===== src/rtl/button_pkg.sv =====
// Shared definitions for the button event consumer: FSM state encoding,
// default timing constants and event counter width.
package button_pkg;

    localparam int HOLD_CYCLES_DEF   = 25_000_000;
    localparam int REPEAT_CYCLES_DEF = 5_000_000;
    localparam int CNT_W_DEF         = 26;
    localparam int EVT_CNT_W         = 8;

    typedef enum logic [1:0] {
        ST_IDLE      = 2'd0,
        ST_PRESSED   = 2'd1,
        ST_LONG_HELD = 2'd2
    } state_t;

    // A button is considered held in any state other than IDLE.
    function automatic logic state_is_held(state_t s);
        return (s != ST_IDLE);
    endfunction

endpackage


===== src/rtl/button_event_if.sv =====
// Clean-level link between a debouncer (master) and the button event
// consumer (slave). The debouncer drives the level; the consumer returns
// single-cycle UI events, the held level and the press counter.
interface button_event_if;
    import button_pkg::*;

    logic                 i_clean;
    logic                 o_press;
    logic                 o_release;
    logic                 o_click;
    logic                 o_long_press;
    logic                 o_repeat_pulse;
    logic                 o_held;
    logic [EVT_CNT_W-1:0] o_event_count;

    modport master (
        output i_clean,
        input  o_press, o_release, o_click, o_long_press,
               o_repeat_pulse, o_held, o_event_count
    );

    modport slave (
        input  i_clean,
        output o_press, o_release, o_click, o_long_press,
               o_repeat_pulse, o_held, o_event_count
    );

endinterface


===== src/rtl/button_event_timer.sv =====
// event_timer: up-counter with synchronous clear, count enable and a
// terminal-count compare against a run-time terminal value. The count
// saturates at the terminal value so it can never run past or wrap.
module event_timer
    import button_pkg::*;
#(
    parameter int CNT_W = CNT_W_DEF
) (
    input  logic             i_clk,
    input  logic             i_rst_n,
    input  logic             i_clr,
    input  logic             i_en,
    input  logic [CNT_W-1:0] i_term,
    output logic             o_tc
);

    logic [CNT_W-1:0] r_count;
    logic             w_tc;

    assign w_tc = (r_count == i_term);
    assign o_tc = w_tc;

    // Count register: clear dominates, otherwise advance until terminal.
    always_ff @(posedge i_clk or negedge i_rst_n) begin
        if (!i_rst_n) begin
            r_count <= '0;
        end else if (i_clr) begin
            r_count <= '0;
        end else if (i_en && !w_tc) begin
            r_count <= r_count + 1'b1;
        end
    end

endmodule


===== src/rtl/button_event.sv =====
// button_event: turns one debounced button level into single-cycle UI events
// (press, release, click, long press, optional auto-repeat) plus a held level
// and a wrapping press counter. All outputs are registered.
// Build option: define BUTTON_AUTO_REPEAT_EN to enable repeat pulses while
// long-held; without it repeat_pulse is tied low and the timer idles at 0.
//
// state        | meaning
// ST_IDLE      | button released, waiting for a rising edge of clean
// ST_PRESSED   | button down, timing toward the long-press threshold
// ST_LONG_HELD | long press reported, optionally timing repeat pulses
module button_event
    import button_pkg::*;
#(
    parameter int HOLD_CYCLES   = HOLD_CYCLES_DEF,
    parameter int REPEAT_CYCLES = REPEAT_CYCLES_DEF,
    parameter int CNT_W         = CNT_W_DEF
) (
    input  logic            live_clock,
    input  logic            rst,
    button_event_if.slave   bus
);

    localparam logic [CNT_W-1:0] HOLD_TERM = CNT_W'(HOLD_CYCLES - 1);
    localparam logic [CNT_W-1:0] REP_TERM  = CNT_W'(REPEAT_CYCLES - 1);

    state_t               r_state;
    state_t               w_next;
    logic                 r_prev;
    logic                 w_rise;
    logic                 w_fall;

    logic                 w_tmr_clr;
    logic                 w_tmr_en;
    logic [CNT_W-1:0]     w_tmr_term;
    logic                 w_tmr_tc;

    logic                 w_press;
    logic                 w_release;
    logic                 w_click;
    logic                 w_long;
    logic                 w_repeat;
    logic                 w_cnt_inc;

    logic                 r_press;
    logic                 r_release;
    logic                 r_click;
    logic                 r_long;
    logic                 r_repeat;
    logic                 r_held;
    logic [EVT_CNT_W-1:0] r_event_count;

    assign w_rise = bus.i_clean & ~r_prev;
    assign w_fall = ~bus.i_clean & r_prev;

    // The same timer measures the hold threshold and the repeat period.
    assign w_tmr_term = (r_state == ST_LONG_HELD) ? REP_TERM : HOLD_TERM;

    event_timer #(
        .CNT_W (CNT_W)
    ) u_timer (
        .i_clk   (live_clock),
        .i_rst_n (rst),
        .i_clr   (w_tmr_clr),
        .i_en    (w_tmr_en),
        .i_term  (w_tmr_term),
        .o_tc    (w_tmr_tc)
    );

    // State and edge-detect registers.
    always_ff @(posedge live_clock or negedge rst) begin
        if (!rst) begin
            r_state <= ST_IDLE;
            r_prev  <= 1'b0;
        end else begin
            r_state <= w_next;
            r_prev  <= bus.i_clean;
        end
    end

    // Next-state and event decode; a falling edge always beats a terminal count.
    always_comb begin
        w_next    = r_state;
        w_press   = 1'b0;
        w_release = 1'b0;
        w_click   = 1'b0;
        w_long    = 1'b0;
        w_repeat  = 1'b0;
        w_cnt_inc = 1'b0;
        w_tmr_clr = 1'b0;
        w_tmr_en  = 1'b0;
        case (r_state)
            ST_IDLE: begin
                if (w_rise) begin
                    w_next    = ST_PRESSED;
                    w_press   = 1'b1;
                    w_cnt_inc = 1'b1;
                    w_tmr_clr = 1'b1;
                end
            end
            ST_PRESSED: begin
                if (w_fall) begin
                    w_next    = ST_IDLE;
                    w_release = 1'b1;
                    w_click   = 1'b1;
                    w_tmr_clr = 1'b1;
                end else if (w_tmr_tc) begin
                    w_next    = ST_LONG_HELD;
                    w_long    = 1'b1;
                    w_tmr_clr = 1'b1;
                end else begin
                    w_tmr_en  = 1'b1;
                end
            end
            ST_LONG_HELD: begin
                if (w_fall) begin
                    w_next    = ST_IDLE;
                    w_release = 1'b1;
                    w_tmr_clr = 1'b1;
                end else begin
`ifdef BUTTON_AUTO_REPEAT_EN
                    if (w_tmr_tc) begin
                        w_repeat  = 1'b1;
                        w_tmr_clr = 1'b1;
                    end else begin
                        w_tmr_en  = 1'b1;
                    end
`else
                    w_tmr_clr = 1'b1;
`endif
                end
            end
            default: begin
                w_next    = ST_IDLE;
                w_tmr_clr = 1'b1;
            end
        endcase
    end

    // Registered event pulses, held level and wrapping press counter.
    always_ff @(posedge live_clock or negedge rst) begin
        if (!rst) begin
            r_press       <= 1'b0;
            r_release     <= 1'b0;
            r_click       <= 1'b0;
            r_long        <= 1'b0;
            r_repeat      <= 1'b0;
            r_held        <= 1'b0;
            r_event_count <= '0;
        end else begin
            r_press   <= w_press;
            r_release <= w_release;
            r_click   <= w_click;
            r_long    <= w_long;
            r_repeat  <= w_repeat;
            r_held    <= state_is_held(w_next);
            if (w_cnt_inc) begin
                r_event_count <= r_event_count + 1'b1;
            end
        end
    end

    assign bus.o_press        = r_press;
    assign bus.o_release      = r_release;
    assign bus.o_click        = r_click;
    assign bus.o_long_press   = r_long;
    assign bus.o_repeat_pulse = r_repeat;
    assign bus.o_held         = r_held;
    assign bus.o_event_count  = r_event_count;

endmodule

===== src/flat_wrapper.sv =====
// flat-port wrapper written by rule: the top's interface ports become plain ports
module button_event_flat import button_pkg::*;
#(
    parameter int HOLD_CYCLES   = HOLD_CYCLES_DEF,
    parameter int REPEAT_CYCLES = REPEAT_CYCLES_DEF,
    parameter int CNT_W         = CNT_W_DEF
)
  (live_clock, rst, bus_i_clean, bus_o_press, bus_o_release, bus_o_click, bus_o_long_press, bus_o_repeat_pulse, bus_o_held, bus_o_event_count);
  button_event_if bus_i ();
  input  logic live_clock;
  input  logic rst;
  input wire logic [$bits(bus_i.i_clean)-1:0] bus_i_clean;
  output wire logic [$bits(bus_i.o_press)-1:0] bus_o_press;
  output wire logic [$bits(bus_i.o_release)-1:0] bus_o_release;
  output wire logic [$bits(bus_i.o_click)-1:0] bus_o_click;
  output wire logic [$bits(bus_i.o_long_press)-1:0] bus_o_long_press;
  output wire logic [$bits(bus_i.o_repeat_pulse)-1:0] bus_o_repeat_pulse;
  output wire logic [$bits(bus_i.o_held)-1:0] bus_o_held;
  output wire logic [$bits(bus_i.o_event_count)-1:0] bus_o_event_count;
  assign bus_i.i_clean = bus_i_clean;
  assign bus_o_press = bus_i.o_press;
  assign bus_o_release = bus_i.o_release;
  assign bus_o_click = bus_i.o_click;
  assign bus_o_long_press = bus_i.o_long_press;
  assign bus_o_repeat_pulse = bus_i.o_repeat_pulse;
  assign bus_o_held = bus_i.o_held;
  assign bus_o_event_count = bus_i.o_event_count;
  button_event #(.HOLD_CYCLES(HOLD_CYCLES), .REPEAT_CYCLES(REPEAT_CYCLES), .CNT_W(CNT_W)) u_core (.live_clock(live_clock), .rst(rst), .bus(bus_i));
endmodule

===== config.mk =====
export PLATFORM = sky130hd
export DESIGN_NAME = button_event_flat
export DESIGN_NICKNAME = d
export VERILOG_FILES = /design/src/rtl/button_pkg.sv /design/src/rtl/button_event_if.sv /design/src/rtl/button_event_timer.sv /design/src/rtl/button_event.sv /design/src/flat_wrapper.sv
export SDC_FILE = /design/constraint.sdc
export NUM_CORES = 1
export LEC_CHECK = 0
export ABC_AREA = 1
export CORE_ASPECT_RATIO = 1.25
export CORE_MARGIN = 2
export CORE_UTILIZATION = 64
export CTS_CLUSTER_DIAMETER = 30
export DETAILED_ROUTE_END_ITERATION = 10
export DONT_BUFFER_PORTS = 1
export GPL_TIMING_DRIVEN = 0
export PLACE_DENSITY_LB_ADDON = 0.05
export SLEW_MARGIN = 20
export SYNTH_ARGS = -nofsm -noshare
export SYNTH_HDL_FRONTEND = slang
export SYNTH_SLANG_ARGS = --single-unit

===== constraint.sdc =====
create_clock -name live_clock -period 2.05 [get_ports live_clock]
set_clock_uncertainty 0.2 [all_clocks]
set_input_delay 0.41 -clock live_clock [delete_from_list [all_inputs] [get_ports live_clock]]
set_output_delay 0.41 -clock live_clock [all_outputs]
set_load 0.02 [all_outputs]

==> run_summary.xml <==
<?xml version="1.0" encoding="UTF-8"?>
<metrics>
  <group name="worst_hold_path">
    <metric name="timing.hold.worst_endpoint" unit="">u_core.bus.o_click</metric>
    <metric name="hold_path.class" unit="">input pin to flop</metric>
    <metric name="holdCritStartpoint" unit="">bus_i_clean</metric>
    <metric name="holdPathStages" unit="">3</metric>
  </group>
  <group name="floorplanning">
    <metric name="floorplan.die.height" unit="um">77.3</metric>
    <metric name="placeableCoreArea" unit="mm^2">0.00410</metric>
    <metric name="die_area" unit="mm^2">0.00484</metric>
    <metric name="start_util" unit="%">67.1</metric>
    <metric name="placementRows" unit="">26</metric>
    <metric name="boundaryPins" unit="">17</metric>
    <metric name="die_width" unit="um">62.6</metric>
  </group>
  <group name="setup_path">
    <metric name="cp_data_arrival_time" unit="ns">1.97</metric>
    <metric name="worst_setup_path_start_kind" unit="">flop</metric>
    <metric name="endpoint_kind" unit="">flop</metric>
    <metric name="rr_startpoint" unit="">u_core.r_state[0]</metric>
    <metric name="timing.reg2reg.worst_path_depth" unit="">7</metric>
    <metric name="critPathRequiredTime" unit="ns">2.05</metric>
    <metric name="r2r-end" unit="">u_core.u_timer.r_count[2]</metric>
    <metric name="critical_path.max_fanout" unit="">10</metric>
    <metric name="critPathKind" unit="">flop to flop</metric>
    <metric name="reg2reg_setup_slack" unit="ns">0.09</metric>
  </group>
  <group name="outcome">
    <metric name="status" unit="">finished, final reports clean</metric>
  </group>
  <group name="flow_run">
    <metric name="drv.max_cap_violation_count" unit="">0</metric>
  </group>
  <group name="timing">
    <metric name="slew_viol_final" unit="">0</metric>
    <metric name="min_period" unit="ns">1.96</metric>
    <metric name="maxClockFrequency" unit="MHz">509</metric>
    <metric name="hold-worst-slack" unit="ns">0.113</metric>
    <metric name="post-route-period-util" unit="%">95.8</metric>
    <metric name="setup_violation_total_in_the_final_timing_report" unit="">0</metric>
    <metric name="report.final.hold_viol_count" unit="">0</metric>
    <metric name="worst_slew_pin_slew" unit="ns">0.532</metric>
    <metric name="maxSlewHeadroom" unit="%">64.4</metric>
  </group>
  <group name="synth">
    <metric name="synth_enable_flop_cells" unit="">0</metric>
    <metric name="yosys.cell_count.top_type" unit="">sky130_fd_sc_hd__nand2_1</metric>
    <metric name="synthesis.nets" unit="">404</metric>
    <metric name="netlist_top_cells_area" unit="">sky130_fd_sc_hd__dfrtp_1 38%, sky130_fd_sc_hd__nand2_1 18%, sky130_fd_sc_hd__nor2_1 8.2%, sky130_fd_sc_hd__inv_1 7.4%, sky130_fd_sc_hd__nand4_1 5.9%</metric>
    <metric name="synth_seq_area_share" unit="%">38.2</metric>
    <metric name="yosys.area.top_type_share" unit="%">38.2</metric>
    <metric name="synth-seq-cells" unit="">42</metric>
    <metric name="synth_async_sr_flop_share" unit="%">100</metric>
    <metric name="synthDominantAreaCellType" unit="">sky130_fd_sc_hd__dfrtp_1</metric>
    <metric name="netlist_instances" unit="">395</metric>
    <metric name="synth-warning-count" unit="">0</metric>
    <metric name="post_synth_instance_area" unit="mm^2">0.00275</metric>
    <metric name="syn_avg_cell_area" unit="um^2">6.97</metric>
    <metric name="synth.cells.most_frequent" unit="">130 x sky130_fd_sc_hd__nand2_1, 60 x sky130_fd_sc_hd__nor2_1, 54 x sky130_fd_sc_hd__inv_1</metric>
    <metric name="library_cells_used_by_synthesis" unit="">32</metric>
    <metric name="synth_top_flop_cell" unit="">sky130_fd_sc_hd__dfrtp_1</metric>
  </group>
  <group name="detailed_routing">
    <metric name="post_drt_via_cell_ratio" unit="">5.46</metric>
    <metric name="drc_errors" unit="">0</metric>
    <metric name="finalWirelength" unit="mm">6.60</metric>
    <metric name="avgRoutedWirePerCell" unit="um">14.1</metric>
    <metric name="drt_iter0_drc" unit="">170</metric>
    <metric name="drt-pass1-iter-count" unit="">5</metric>
    <metric name="vias" unit="">2556</metric>
    <metric name="drt.antenna.violating_nets" unit="">0</metric>
  </group>
  <group name="clock_network">
    <metric name="cts_max_path_buffers" unit="">2</metric>
    <metric name="cts_tree" unit="">yes</metric>
    <metric name="cts.reportedPaths.clkPinSlew" unit="ns">0.09</metric>
    <metric name="cts.root.buffer_cell" unit="">sky130_fd_sc_hd__clkbuf_8</metric>
    <metric name="cts_num_sinks" unit="">42</metric>
    <metric name="h-tree-depth" unit="">2</metric>
    <metric name="cts_inserted_buffers" unit="">5</metric>
    <metric name="clock_insertion_delay_worst_skew" unit="ns">0.31</metric>
  </group>
  <group name="layout">
    <metric name="layout.filler_cells" unit="">342</metric>
    <metric name="area_delta_synth_final" unit="%">11.2</metric>
    <metric name="nets" unit="">420</metric>
    <metric name="final_layout_size_suffix_gt1_share" unit="%">10.2</metric>
    <metric name="n_antenna_cell" unit="">0</metric>
  </group>
  <group name="grt">
    <metric name="grt_antenna_before_repair" unit="">0</metric>
    <metric name="global_route.overflow_total" unit="">0</metric>
    <metric name="wire_length_of_the_first_global_routing_pass" unit="mm">11.0</metric>
    <metric name="grt_max_degree" unit="">43</metric>
    <metric name="grt_use_total" unit="%">29.1</metric>
    <metric name="grt_pass1_vias" unit="">2401</metric>
  </group>
  <group name="power_and_ir_drop">
    <metric name="seq_power_share" unit="%">42.6</metric>
    <metric name="power.leakage" unit="nW">1.57</metric>
    <metric name="max-vdd-ir-drop" unit="mV">0.830</metric>
    <metric name="share_of_power_burned_in_combinational_logic" unit="%">34.5</metric>
    <metric name="netSwitchingFraction" unit="%">40.9</metric>
    <metric name="share_of_total_power_in_the_clock_network" unit="%">22.8</metric>
    <metric name="post-layout-total-power" unit="mW">2.62</metric>
    <metric name="powerDensity" unit="mW/mm^2">856</metric>
    <metric name="switchingPower" unit="mW">1.07</metric>
    <metric name="power_report.internal_total" unit="mW">1.55</metric>
  </group>
  <group name="placed_design">
    <metric name="gp_congestion" unit="">0.928</metric>
    <metric name="io_buffers" unit="">0</metric>
    <metric name="detailedPlacementHpwl" unit="mm">4.74</metric>
  </group>
</metrics>
==> metal layers <==
metal | routed length [um] | global-route usage [%]
met5 | 0 | 0
met3 | 221 | 3.96
met4 | 207 | 14.0
met2 | 3370 | 50.2
met1 | 2800 | 35.7
==> cell families (layout without fill, tap and decap cells) <==
kind of cell / Yosys count / in the layout / share of synthesized area (%)
other: 1 / 1 / 0.136
adder cells (fa/ha/maj): 6 / 6 / 2.73
AO/OA/AOI/OAI: 11 / 11 / 2.91
flip-flops: 42 / 42 / 38.2
XOR/XNOR: 13 / 13 / 4.14
buffers and inverters: 65 / 82 / 9.91
AND/OR/NAND/NOR: 257 / 257 / 42.0
==> registers in the layout, summed over array words and instances, names as in the netlist <==
name and cells:
u_core.u_timer.r_count 26, u_core.bus.o_held 1, u_core.r_state 2, u_core.bus.o_event_count 8, u_core.r_prev 1, u_core.bus.o_click 1, u_core.bus.o_release 1, u_core.bus.o_long_press 1
u_core.bus.o_press 1
==> how the worst max path moves through the flow <==
stage / cells past startpoint / endpoint / slack, ns / start
3_5_place_dp: 7 / u_core.u_timer.r_count[13] / -0.28 / u_core.r_state[0]
3_3_place_gp: 7 / u_core.u_timer.r_count[13] / -0.25 / u_core.r_state[0]
2_1_floorplan: 11 / u_core.u_timer.r_count[20] / 0.21 / u_core.u_timer.r_count[0]
4_1_cts: 13 / u_core.u_timer.r_count[2] / 0.02 / u_core.r_state[0]
5_1_grt: 10 / u_core.u_timer.r_count[25] / -0.004 / u_core.u_timer.r_count[0]
6_report: 7 / u_core.u_timer.r_count[2] / 0.09 / u_core.r_state[0]
==> repair_timing <==
action,CTS,global route
gates resized for setup,3,12
hold buffers,3,0
endpoints found under the setup margin,22,26
setup buffers,1,6
pin swaps,0,2
endpoints found under the hold margin,43,0
==> power by group through the flow <==
stage / clock network [mW] / registers [mW] / logic, mW
finish: 0.597 / 1.12 / 0.905
global route: 0.634 / 1.13 / 0.999
CTS: 0.601 / 1.11 / 0.794
detailed placement: 0 / 1.13 / 0.751
global placement: 0 / 1.13 / 0.738
floorplan: 0 / 1.10 / 0.574
==> layout make-up <==
type,count,area [um^2],area share [%]
buffer,9,71.3,2.33
clock buffer,6,82.6,2.70
clock inverter,2,16.3,0.532
inverter,55,210,6.87
multi-input combinational,288,1450,47.5
sequential,42,1050,34.4
tap,56,70.1,2.29
timing repair buffer,10,105,3.44
==> worst max-delay path, cell delays in order (launching register included) <==
cell,delay (ns)
sky130_fd_sc_hd__dfrtp_1,0.41
sky130_fd_sc_hd__buf_4,0.15
sky130_fd_sc_hd__ha_1,0.18
sky130_fd_sc_hd__inv_1,0.16
sky130_fd_sc_hd__o211ai_2,0.28
sky130_fd_sc_hd__buf_2,0.30
sky130_fd_sc_hd__nand4_1,0.13
sky130_fd_sc_hd__nand2_1,0.06
==> cell usage in the layout, fill, tap and decap left out, types with 4 or more instances in the layout <==
cell / instances
sky130_fd_sc_hd__buf_4: 7
sky130_fd_sc_hd__clkbuf_8: 6
sky130_fd_sc_hd__dfrtp_1: 42
sky130_fd_sc_hd__ha_1: 4
sky130_fd_sc_hd__inv_1: 52
sky130_fd_sc_hd__nand2_1: 129
sky130_fd_sc_hd__nand3_1: 27
sky130_fd_sc_hd__nand4_1: 26
sky130_fd_sc_hd__nor2_1: 59
sky130_fd_sc_hd__o21bai_1: 4
sky130_fd_sc_hd__xnor2_1: 5
sky130_fd_sc_hd__xor2_1: 8
==> per-stage QoR <==
stage          worst slack, ns  TNS [ns]  area (um^2)  instances  utilization, %
6_report                0.0857         0         3060        468            74.6
4_1_cts                 0.0176         0         2970        462            72.4
3_3_place_gp            -0.246     -2.52         2820        451            68.8
3_5_place_dp            -0.276     -2.98         2820        451            68.8
5_1_grt               -0.00351  -0.00351         3060        468            74.6
2_1_floorplan            0.209         0         2750        395               -
(Power assumes the default switching activity.)
